===== config.mk =====
export PLATFORM = sky130hd
export DESIGN_NAME = seq_hit_rate_monitor
export DESIGN_NICKNAME = d
export VERILOG_FILES = /design/src/rtl/seq_det_pkg.sv /design/src/rtl/seq_win_timer.sv /design/src/rtl/seq_hit_rate_monitor.sv
export SDC_FILE = /design/constraint.sdc
export NUM_CORES = 1
export LEC_CHECK = 0
export CAP_MARGIN = 20
export CORE_UTILIZATION = 43
export DETAILED_ROUTE_END_ITERATION = 10
export PLACE_DENSITY = 0.65
export SLEW_MARGIN = 20
export SYNTH_ARGS = -nofsm -noshare
export SYNTH_HDL_FRONTEND = slang
export SYNTH_SLANG_ARGS = --single-unit

===== constraint.sdc =====
create_clock -name clk -period 4.45 [get_ports clk]
set_input_delay 0.6675 -clock clk [delete_from_list [all_inputs] [get_ports clk]]
set_output_delay 0.6675 -clock clk [all_outputs]
set_load 0.01 [all_outputs]

===== src/rtl/seq_det_pkg.sv =====
// Shared encodings for the sequence detector and its hit-rate monitor.
package seq_det_pkg;

  typedef enum logic {
    IDLE = 1'b0,
    RUN  = 1'b1
  } mon_state_t;

  localparam int DEF_WIN_LEN = 16;
  localparam int DEF_CNT_W   = 8;
  localparam int DEF_THRESH  = 3;

  // 101 detector states; the monitor itself never uses them
  typedef enum logic [1:0] {
    DS_IDLE = 2'd0,
    DS_S1   = 2'd1,
    DS_S10  = 2'd2
  } det_state_t;

endpackage


===== src/rtl/seq_win_timer.sv =====
// Window cycle counter; win_last marks the final cycle of each WIN_LEN window.
module seq_win_timer #(
  parameter int WIN_LEN = 16
) (
  input  logic clk,
  input  logic resetn,
  input  logic run,
  output logic win_last
);

  localparam int W = $clog2(WIN_LEN);
  localparam logic [W-1:0] LAST = W'(WIN_LEN - 1);

  logic [W-1:0] win_cnt;

  // Held at zero while not running so every run starts at window cycle 0
  always_ff @(posedge clk or negedge resetn) begin
    if (!resetn)             win_cnt <= '0;
    else if (!run)           win_cnt <= '0;
    else if (win_cnt == LAST) win_cnt <= '0;
    else                     win_cnt <= win_cnt + 1'b1;
  end

  assign win_last = run && (win_cnt == LAST);

endmodule


===== src/rtl/seq_hit_rate_monitor.sv =====
// Counts detector hits per WIN_LEN-cycle window and publishes a valid/ready report.
module seq_hit_rate_monitor
  import seq_det_pkg::*;
#(
  parameter int WIN_LEN = DEF_WIN_LEN,
  parameter int CNT_W   = DEF_CNT_W,
  parameter int THRESH  = DEF_THRESH
) (
  input  logic             clk,
  input  logic             resetn,
  input  logic             en,
  input  logic             hit,
  input  logic             rpt_ready,
  output logic             rpt_valid,
  output logic [CNT_W-1:0] rpt_count,
  output logic             rpt_alarm,
  output logic             ovf,
  output logic             busy
);

  // A threshold above the counter range can never be reached
  localparam longint MAXV     = (64'd1 << CNT_W) - 64'd1;
  localparam bit     ALARM_EN = longint'(THRESH) <= MAXV;
  localparam logic [CNT_W-1:0] THR_C = ALARM_EN ? CNT_W'(THRESH) : '0;

  mon_state_t state, state_nxt;
  logic             run, win_last, load;
  logic [CNT_W-1:0] hit_cnt, hit_sum;

  always_ff @(posedge clk or negedge resetn) begin
    if (!resetn) state <= IDLE;
    else         state <= state_nxt;
  end

  always_comb begin
    state_nxt = state;
    case (state)
      IDLE:    if (en)  state_nxt = RUN;
      RUN:     if (!en) state_nxt = IDLE;
      default: state_nxt = IDLE;
    endcase
  end

  // Dropping en discards the partial window on the same edge
  assign run  = (state == RUN) && en;
  assign busy = (state == RUN);

  seq_win_timer #(.WIN_LEN(WIN_LEN)) u_timer (
    .clk      (clk),
    .resetn   (resetn),
    .run      (run),
    .win_last (win_last)
  );

  assign hit_sum = (&hit_cnt) ? hit_cnt : hit_cnt + CNT_W'(hit);

  always_ff @(posedge clk or negedge resetn) begin
    if (!resetn)       hit_cnt <= '0;
    else if (!run)     hit_cnt <= '0;
    else if (win_last) hit_cnt <= '0;
    else               hit_cnt <= hit_sum;
  end

  // A window end may reload the report on the very edge it is accepted
  assign load = win_last && (!rpt_valid || rpt_ready);

  always_ff @(posedge clk or negedge resetn) begin
    if (!resetn) begin
      rpt_valid <= 1'b0;
      rpt_count <= '0;
      rpt_alarm <= 1'b0;
    end else if (load) begin
      rpt_valid <= 1'b1;
      rpt_count <= hit_sum;
      rpt_alarm <= ALARM_EN && (hit_sum >= THR_C);
    end else if (rpt_valid && rpt_ready) begin
      rpt_valid <= 1'b0;
    end
  end

  always_ff @(posedge clk or negedge resetn) begin
    if (!resetn)                                   ovf <= 1'b0;
    else if (state == IDLE && en)                  ovf <= 1'b0;
    else if (win_last && rpt_valid && !rpt_ready)  ovf <= 1'b1;
  end

endmodule

Yosys cells after proc, flatten, opt, wreduce, memory -nomap -nowiden
Cells that the tools add are included.
{"block": "totals", "output_inout_bits": 12, "word_cells": 35, "input_bits": 5, "regBits": 24}
{"block": "op_classes", "n_eq_ne": 1, "reduce_logical": 13, "magnitude_cmp": 1, "muxes": 10, "add_sub_neg": 2, "bitwise_logic": 1}
{"cell": "$mux 8", "n": 3}
{"cell": "$add 8x1->8", "n": 1}
{"cell": "$ge 8x2->1 const B", "n": 1}
{"cell": "$mux 4", "n": 2}
{"cell": "$reduce_and 8->1", "n": 1}
{"cell": "$logic_and 1x1->1", "n": 7}
{"cell": "$mux 1", "n": 5}
{"cell": "$add 4x1->4 const B", "n": 1}
{"cell": "$eq 4x4->1 const B", "n": 1}
{"cell": "$reduce_bool 2->1", "n": 2}
{"cell": "$logic_not 1->1", "n": 2}
{"cell": "$logic_or 1x1->1", "n": 1}
{"cell": "$not 1->1", "n": 1}

Depth between registers and ports, before layout
Gate-level depths: netlist (run 1).
{"block": "depth", "ltp_word": 6, "ltp_mapped": 7, "mapped_depth_nobuf": 7}

By module
Synthesis (run 1) repeated with hierarchy kept, for this count alone.
{"block": "unflattened", "cells_unflattened": 106, "hier_area_um2": 1102.3}
{"module": "seq_hit_rate_monitor", "area_each_um2": 928.4, "seq_area_each_um2": 500.5, "instances": 1, "cells_each": 91}
{"module": "seq_win_timer", "area_each_um2": 173.9, "seq_area_each_um2": 100.1, "instances": 1, "cells_each": 15}

Worst setup path before layout (run 1)
Ideal clock, no wire load.
{"block": "synth_timing", "kind": "input to register", "startpoint": "input port hit", "endpoint": "register rpt_alarm", "slack_ns": 2.434, "path_buffers": 0, "t_required_ns": 4.322, "t_arrival_ns": 1.889, "setup_time_ns": 0.128, "path_stages": 7, "cell_sequence": "ha_1 -> ha_1 -> nand3_1 -> xnor2_1 -> a2111oi_0 -> and4b_1 -> a21oi_1"}
{"block": "synth_via", "elab_chain_cells": 3}
{"item": "from (decl)", "line_no": "seq_hit_rate_monitor.sv:12", "rtl": "input logic hit,"}
{"item": "$add 8x1->8", "line_no": "seq_hit_rate_monitor.sv:55", "rtl": "assign hit_sum = (&hit_cnt) ? hit_cnt : hit_cnt + CNT_W'(hit);"}
{"item": "$mux 8", "line_no": "seq_hit_rate_monitor.sv:55"}
{"item": "$ge 8x2->1", "line_no": "seq_hit_rate_monitor.sv:75", "rtl": "rpt_alarm <= ALARM_EN && (hit_sum >= THR_C);"}
{"item": "to (signal assigned)", "line_no": "seq_hit_rate_monitor.sv:75"}
{"item": "to (decl)", "line_no": "seq_hit_rate_monitor.sv:16", "rtl": "output logic rpt_alarm,"}
Every way passes these cells.
A chain may end at the register's enable or synchronous reset.

Final worst setup path (run 1)
Same ends and word-level chain as after synthesis.

==> impl_metrics.ini, run 1 <==
[status]
status = finished, final reports clean

[synth]
synthMuxAreaShare = 0.0129
synth_top_area_share = 0.564
seq_area_frac_synth = 0.564
synth_edf_count = 0
synth_most_common_cell = nor2_1
synthCells = 97
yosysTopAreaCell = dfrtp_1
synthFlopType = dfrtp_1
synthArstFlopShare = 1.00
synth_cell_type_count = 27
synth-seq-cells = 24
syn-cell-area_um2 = 1060
synth-simple-area-share = 0.250
yosys.area_share.xor_xnor = 0.0646
yosysWarnings = 0
syn-num-nets = 105
synthTopCellsByCount = nor2_1 (26), dfrtp_1 (24), a21oi_1 (8)
synth_top_family_by_area = simple AND/OR/NAND/NOR gates
synth.avg_cell_area_um2 = 11.0
synthAdderAreaFrac = 0.0353
synth_area_leaders = dfrtp_1 (56%), nor2_1 (9.2%), a21oi_1 (3.8%)
synth-compound-area-share = 0.0623

[timing]
hold_violations = 0
fmax_mhz = 443
fin_setup_tns_ns = 0
period_share = 0.507
holdWs_ns = 0.303
clock_skew_ns = 0.00361
fin_ws_ns = 2.19
setup_viol = 0
min_period_ns = 2.26
tightest_slew_ns = 0.515
rsz0062_at_grt = false
slew_viol_final = 0
relSlewSlack = 0.657

[power]
internal_power_uw = 276
finalPower_uw = 351
p_clk_frac = 0.324
switching_share = 0.214
switchingPower_uw = 75.0
p_comb_frac = 0.043
ir_drop_mv = 0.203
p_seq_frac = 0.633
total_leakage_power_nw = 0.605
p_per_area_nw_per_um2 = 273

[drt]
wire_per_inst_um = 12.5
drt-initial-drc-count = 7
first_pass_iters = 4
drc = 0
wirelength_mm = 1.80
vias = 735
ant_nets = 0
vias_per_cell = 5.10

[die]
die_h_um = 51.8
core_area_um2 = 2280
die_area_um2 = 2680
initial_core_util = 0.468
dieWidth_um = 51.8
io_pins = 17
num_rows = 17

[setup_path]
reg2reg_slack_ns = 2.62
slowest_stage = clkdlybuf4s50_1
cpLargestDelayFamily = buffers and inverters
critPathLaunchType = input pin
cp-end-kind = register
critPathMostFrequentCell = ha_1
critical-path-max-stage-delay_ns = 0.46
required_ns = 4.66
crit_arrival_ns = 2.46
crit_fanout = 4
path_class = in -> reg
cp_cell_sequence = clkdlybuf4s50_1, ha_1, ha_1, nand3_1, xnor2_1, a2111oi_0, and4b_1, a21oi_1
critPathBufInv = 1

[placed_design]
dp_hpwl_mm = 1.35
port_buffers = 16
placed_cell_area_um2 = 1250
dpl.cell_count = 140
post-place-ws_ns = 1.84
gp_congestion = 0.897

[clock_network]
post_cts_resized = 0
hold_buffers = 0
cts_buffers = 3
cts_tree = yes
clock-sinks = 24
path_clk_slew_ns = 0.13
insertion_delay_ns = 0.31
cts_root_buffer = clkbuf_4
cts_buffer_depth = 2
htreeDepth = 1
post_cts_buffers = 0

[flow_run]
drv_cap = 0

[global_routing]
antenna_found_initial = 0
grt.overflow.total = 0
grt_pass1_vias = 712
grtUsageTotal = 0.166
grt-busiest-layer = met2
gr-usage-met2 = 0.247
grt_pass1_wl_mm = 3.19
met3_usage = 0.0351
use_met1 = 0.233
grt_max_degree = 25

[cells_and_area]
final_cells = 144
drive_above_1_share = 0.129
multi_input_area_um2 = 453
syn2layout_area_growth_pct = 20.6
antenna_cells = 0
nNetsFinal = 125
final_core_util = 0.564
fill_cells = 194
seqCellArea_um2 = 601
design_area_um2 = 1280

[worst_hold_path]
hold_class = in -> async
layout by cell type, fill, tap and decap left out, types with 2 or more instances in the layout:
cell type        count
a21oi_1              8
and3_1               2
and3_4               2
clkbuf_4             3
clkdlybuf4s50_1     15
dfrtp_1             24
ha_1                 3
nand2_1              3
nand3_1              3
nand3_2              3
nand4_1              2
nor2_1              26
xnor2_1              3
xor2_1               3
sequential cells by signal (all words and copies together) (netlist names):
signal	cells
rpt_alarm	1
rpt_count	8
ovf	1
rpt_valid	1
busy	1
u_timer.win_cnt	4
hit_cnt	8
layout make-up:
cell class | instances | area share
tap | 28 | 0.0273
multi-input combinational | 71 | 0.353
sequential | 24 | 0.468
clock buffer | 4 | 0.0283
inverter | 1 | 0.00292
timing repair buffer | 16 | 0.121
logic make-up (layout without fill, tap and decap cells):
logic type | Yosys count | after routing
adders and majority gates | 3 | 3
DFF | 24 | 24
muxes | 1 | 1
AOI/OAI and AO/OA | 12 | 12
buffers and inverters | 2 | 21
and+or+nand+nor | 48 | 48
xor gates and xnor gates | 7 | 7
path summary, 6_finish.rpt:
kind	end	startpoint	cells past startpoint
max	rpt_alarm	hit	8
min	rpt_count[6]	resetn	1
max reg2reg	rpt_alarm	hit_cnt[0]	7
min reg2reg	u_timer.win_cnt[0]	u_timer.win_cnt[0]	1
max in group asynchronous	ovf	resetn	1
min in group clk	u_timer.win_cnt[0]	u_timer.win_cnt[0]	1
layer usage:
layer  part of all wire  routed length (um)
met1               0.51                 921
met5                  0                   0
met3              0.037                  67
met2               0.44                 783
met4              0.015                  27
power by group through the flow:
stage | Sequential, mW | Combinational [mW] | Clock [mW]
final | 0.222 | 0.0150 | 0.114
after global routing | 0.222 | 0.0177 | 0.127
after CTS | 0.222 | 0.0161 | 0.121
after detailed placement | 0.226 | 0.0162 | 0
after global placement | 0.226 | 0.0159 | 0
after floorplan | 0.226 | 0.00476 | 0
No activity file was read; power rests on OpenSTA's default activity.
==> inputs of run 2 (changes only) <==
Clock period 4.45 ns to 2.2 ns, I/O delays scaled along.
==> run 2 against run 1 <==
Clock power rose to 2.8 times the previous value. Via count grew 2.3%. Count of clock-buffer cells in the layout shrank 1. Largest power group unchanged. Sequential power grew 100%. Global-route usage grew 2.1 points. Flip-flop and latch count stayed put. Worst hold slack better by 0.041 ns. Wire length rose by 8.6%.
==> impl_metrics.ini, run 2 (synthesis results as in run 1) <==
[clock_network]
path_clk_slew_ns = 0.14
post_cts_buffers = 0
cts_root_buffer = clkbuf_4
cts_buffers = 3
hold_buffers = 0
cts_buffer_depth = 2
insertion_delay_ns = 0.32
post_cts_resized = 0
cts_tree = yes
htreeDepth = 1
clock-sinks = 24

[cells_and_area]
final_common_cell = nor2_1
largestRegisters = hit_cnt: 8 flops, rpt_count: 8 flops, u_timer.win_cnt: 4 flops
drive_above_1_share = 0.150
design_area_um2 = 1340
final_cell_mix = nor2_1 (26), dfrtp_1 (24), clkdlybuf4s50_1 (16)
fill_cells = 195
antenna_cells = 0
syn2layout_area_growth_pct = 25.4
nNetsFinal = 129
final_core_util = 0.587

[placed_design]
dp_hpwl_mm = 1.39
placed_cell_area_um2 = 1280
port_buffers = 16
gp_congestion = 0.878
post-place-ws_ns = 0.0208

[global_routing]
antenna_found_initial = 0
met3_usage = 0.0468
grt_max_degree = 25
grt-busiest-layer = met2
grt.overflow.total = 0
use_met1 = 0.247
grt_pass1_vias = 792
grtUsageTotal = 0.186
grt_pass1_wl_mm = 3.55
gr-usage-met2 = 0.279

[power]
finalPower_uw = 802
ir_drop_mv = 0.540
total_leakage_power_nw = 0.632
p_per_area_nw_per_um2 = 601

[timing]
period_share = 0.823
clock_skew_ns = 0.00807
min_period_ns = 1.81
relSlewSlack = 0.705
slew_viol_final = 0
tightest_slew_ns = 0.441
hold_violations = 0
fin_ws_ns = 0.390
fmax_mhz = 552
fin_setup_tns_ns = 0
rsz0062_at_grt = false
setup_viol = 0

[die]
die_area_um2 = 2680
core_area_um2 = 2280
io_pins = 17
die_h_um = 51.8
num_rows = 17
initial_core_util = 0.468
dieWidth_um = 51.8

[setup_path]
critPathLaunchType = input pin
cp-end-kind = register
required_ns = 2.41
path_class = in -> reg
crit_arrival_ns = 2.02
crit_fanout = 2

[status]
status = finished, final reports clean

[worst_hold_path]
hold_class = in -> async

[drt]
drc = 0
wire_per_inst_um = 13.2
vias_per_cell = 5.08
ant_nets = 0
drt-initial-drc-count = 7
wirelength_mm = 1.96
first_pass_iters = 4
vias = 752

[flow_run]
drv_cap = 0
run 2: cell types whose count changed in the layout (fill, tap and decap cells not counted), sizes merged:
cell / delta
clkbuf: -1
clkdlybuf4s50: +1
bufinv: +1
buf: +3
run 2: critical path, cell delays in order:
cell,delay (ns)
clkdlybuf4s50_1,0.46
ha_1,0.17
ha_1,0.17
nand3_1,0.09
xnor2_1,0.16
a2111oi_0,0.34
and4b_1,0.24
a21oi_1,0.07
run 2: per-stage QoR:
step	hold slack, ns	instances
6_report	0.344	148
5_1_grt	0.359	148
4_1_cts	0.345	148
2_1_floorplan	0.0344	97
3_3_place_gp	0.458	144
3_5_place_dp	0.468	144
run 2: report_power, final:
group | switching (mW) | internal [mW] | total (mW)
clock | 0.135 | 0.184 | 0.319
combinational | 0.0198 | 0.0142 | 0.0341
sequential | 0.00397 | 0.445 | 0.449
run 2: path summary, 6_finish.rpt:
path | from | endpoint | slack, ns | cells after the start
setup / recovery | hit | rpt_alarm | 0.39 | 8
hold / removal | resetn | busy | 0.34 | 2
setup reg to reg | hit_cnt[0] | rpt_alarm | 0.46 | 7
hold reg to reg | u_timer.win_cnt[0] | u_timer.win_cnt[0] | 0.49 | 1
max in group asynchronous | resetn | hit_cnt[7] | 1.62 | 2
min in group clk | u_timer.win_cnt[0] | u_timer.win_cnt[0] | 0.49 | 1
run 2: area by class of cell:
cell class              instances  area [um2]  area share
flip-flops and latches         24         601       0.450
well taps                      28        35.0      0.0262
clock buffers                   3        22.5      0.0169
multi-input cells              71         453       0.339
inverters                       1        3.75     0.00281
repair buffers                 20         190       0.142
clock inverters                 1        30.0      0.0225
run 2: layer usage:
layer	part of all wire	routed length, um	up-vias
li1	-	-	376
met5	0	0	-
met4	0.020	39	0
met3	0.035	68	5
met2	0.44	866	13
met1	0.50	981	358
==> inputs of run 3 (changes only) <==
Clock period 2.2 ns to 1.85 ns, I/O delays scaled along.
==> run 3 against run 2 <==
Worst hold slack got worse by 0.042 ns. Largest cell class unchanged. Non-clock buffer count grew 5. Largest power group unchanged. Highest routed layer unchanged. Clock skew shrank 0.0024 ns. Final cell count up 2.7%. Power decreased by 0.40%. Sequential share of layout area is 0.25 points lower.
==> impl_metrics.ini, run 3 (synthesis results as in run 1) <==
[global_routing]
grtUsageTotal = 0.192
grt_max_degree = 25
grt_pass1_vias = 828
grt.overflow.total = 0
antenna_found_initial = 0
grt_pass1_wl_mm = 3.71

[cells_and_area]
final_cell_mix = nor2_1 (26), dfrtp_1 (24), clkdlybuf4s50_1 (16)
largestRegisters = hit_cnt: 8 flops, rpt_count: 8 flops, u_timer.win_cnt: 4 flops
drive_above_1_share = 0.177
final_common_cell = nor2_1
final_cells = 152
nNetsFinal = 134
antenna_cells = 0
final_core_util = 0.590
syn2layout_area_growth_pct = 26.1

[setup_path]
crit_fanout = 3
critPathBufInv = 0
cpLargestDelayFamily = simple AND/OR/NAND/NOR gates
cp-endpoint = rpt_alarm
critPathLaunchType = register
r2r_start = u_timer.win_cnt[0]
rr_worst_depth = 6
path_class = reg -> reg
critical-path-max-stage-delay_ns = 0.40
r2r-end = rpt_alarm
crit_arrival_ns = 1.91
cp_cell_sequence = ha_1, and3_4, nand4_2, a2111oi_0, and4b_1, a21oi_1
reg2reg_slack_ns = 0.13
slowest_stage = dfrtp_1
startpoint = u_timer.win_cnt[0]
cp-end-kind = register
cp_num_cells = 6
required_ns = 2.04

[clock_network]
hold_buffers = 0
insertion_delay_ns = 0.31
clock-sinks = 24
cts_tree = yes
cts_root_buffer = clkbuf_4
post_cts_resized = 0
cts_buffer_depth = 2
path_clk_slew_ns = 0.12
cts_buffers = 3
post_cts_buffers = 0
htreeDepth = 1

[status]
status = finished, final reports clean

[drt]
top_layer = met4
wirelength_mm = 2.03
ant_nets = 0
met3_length_um = 69
wl_met2_um = 922
met1_length_mm = 1.03
first_pass_iters = 4
vias = 781
vias_per_cell = 5.14
wire_per_inst_um = 13.4
drt-initial-drc-count = 5
drc = 0

[die]
die_area_um2 = 2680
die_h_um = 51.8
num_rows = 17
io_pins = 17
initial_core_util = 0.468
dieWidth_um = 51.8
core_area_um2 = 2280

[power]
ir_drop_mv = 0.481
total_leakage_power_nw = 0.642
finalPower_uw = 799
p_per_area_nw_per_um2 = 595

[timing]
tightest_slew_ns = 0.471
min_period_ns = 1.72
fin_setup_tns_ns = 0
rsz0062_at_grt = false
slew_viol_final = 0
clock_skew_ns = 0.00568
period_share = 0.931
hold_violations = 0
setup_viol = 0
holdWs_ns = 0.302
relSlewSlack = 0.685
fmax_mhz = 581

[placed_design]
gp_congestion = 0.817
port_buffers = 16
dp_hpwl_mm = 1.48
dpl.cell_count = 149

[worst_hold_path]
hold_class = in -> async

[flow_run]
drv_cap = 0
-- run 3: cell types whose count changed in the layout (fill, tap and decap cells not counted), sizes merged --
| cell | change |
|---|---|
| buf | +5 |
| bufinv | -1 |
-- run 3: per-stage QoR --
stage | area [um2] | setup slack (ns)
detailed placement | 1320 | -0.258
finish | 1340 | 0.128
global placement | 1320 | -0.213
floorplan | 1060 | 0.169
CTS | 1340 | 0.0825
global route | 1340 | 0.0258
-- run 3: power breakdown --
group | total [mW] | switching (mW) | internal [mW]
Sequential | 0.534 | 0.00495 | 0.529
Combinational | 0.0434 | 0.0241 | 0.0193
Clock | 0.221 | 0.145 | 0.0760
-- run 3: how the worst min path moves through the flow --
stage | endpoint | slack (ns) | depth (start not counted)
6_report | u_timer.win_cnt[3] | 0.30 | 2
5_1_grt | rpt_count[6] | 0.34 | 2
4_1_cts | hit_cnt[6] | 0.31 | 2
3_5_place_dp | u_timer.win_cnt[0] | 0.47 | 1
3_3_place_gp | u_timer.win_cnt[0] | 0.46 | 1
2_1_floorplan | busy | -0.02 | 0
-- run 3: area by class of cell --
cell class | instances | area, um2
Timing Repair Buffer | 25 | 228
Sequential cell | 24 | 601
Inverter | 1 | 3.75
Multi-Input combinational cell | 71 | 453
Tap cell | 28 | 35.0
Clock buffer | 3 | 22.5
Fill cell | 192 | 933
-- run 3: routing by layer --
metal	vias up	global-route usage
met4	0	0.0676
met2	10	0.314
met1	381	0.248
met5	-	0
li1	388	-
met3	2	0.0468
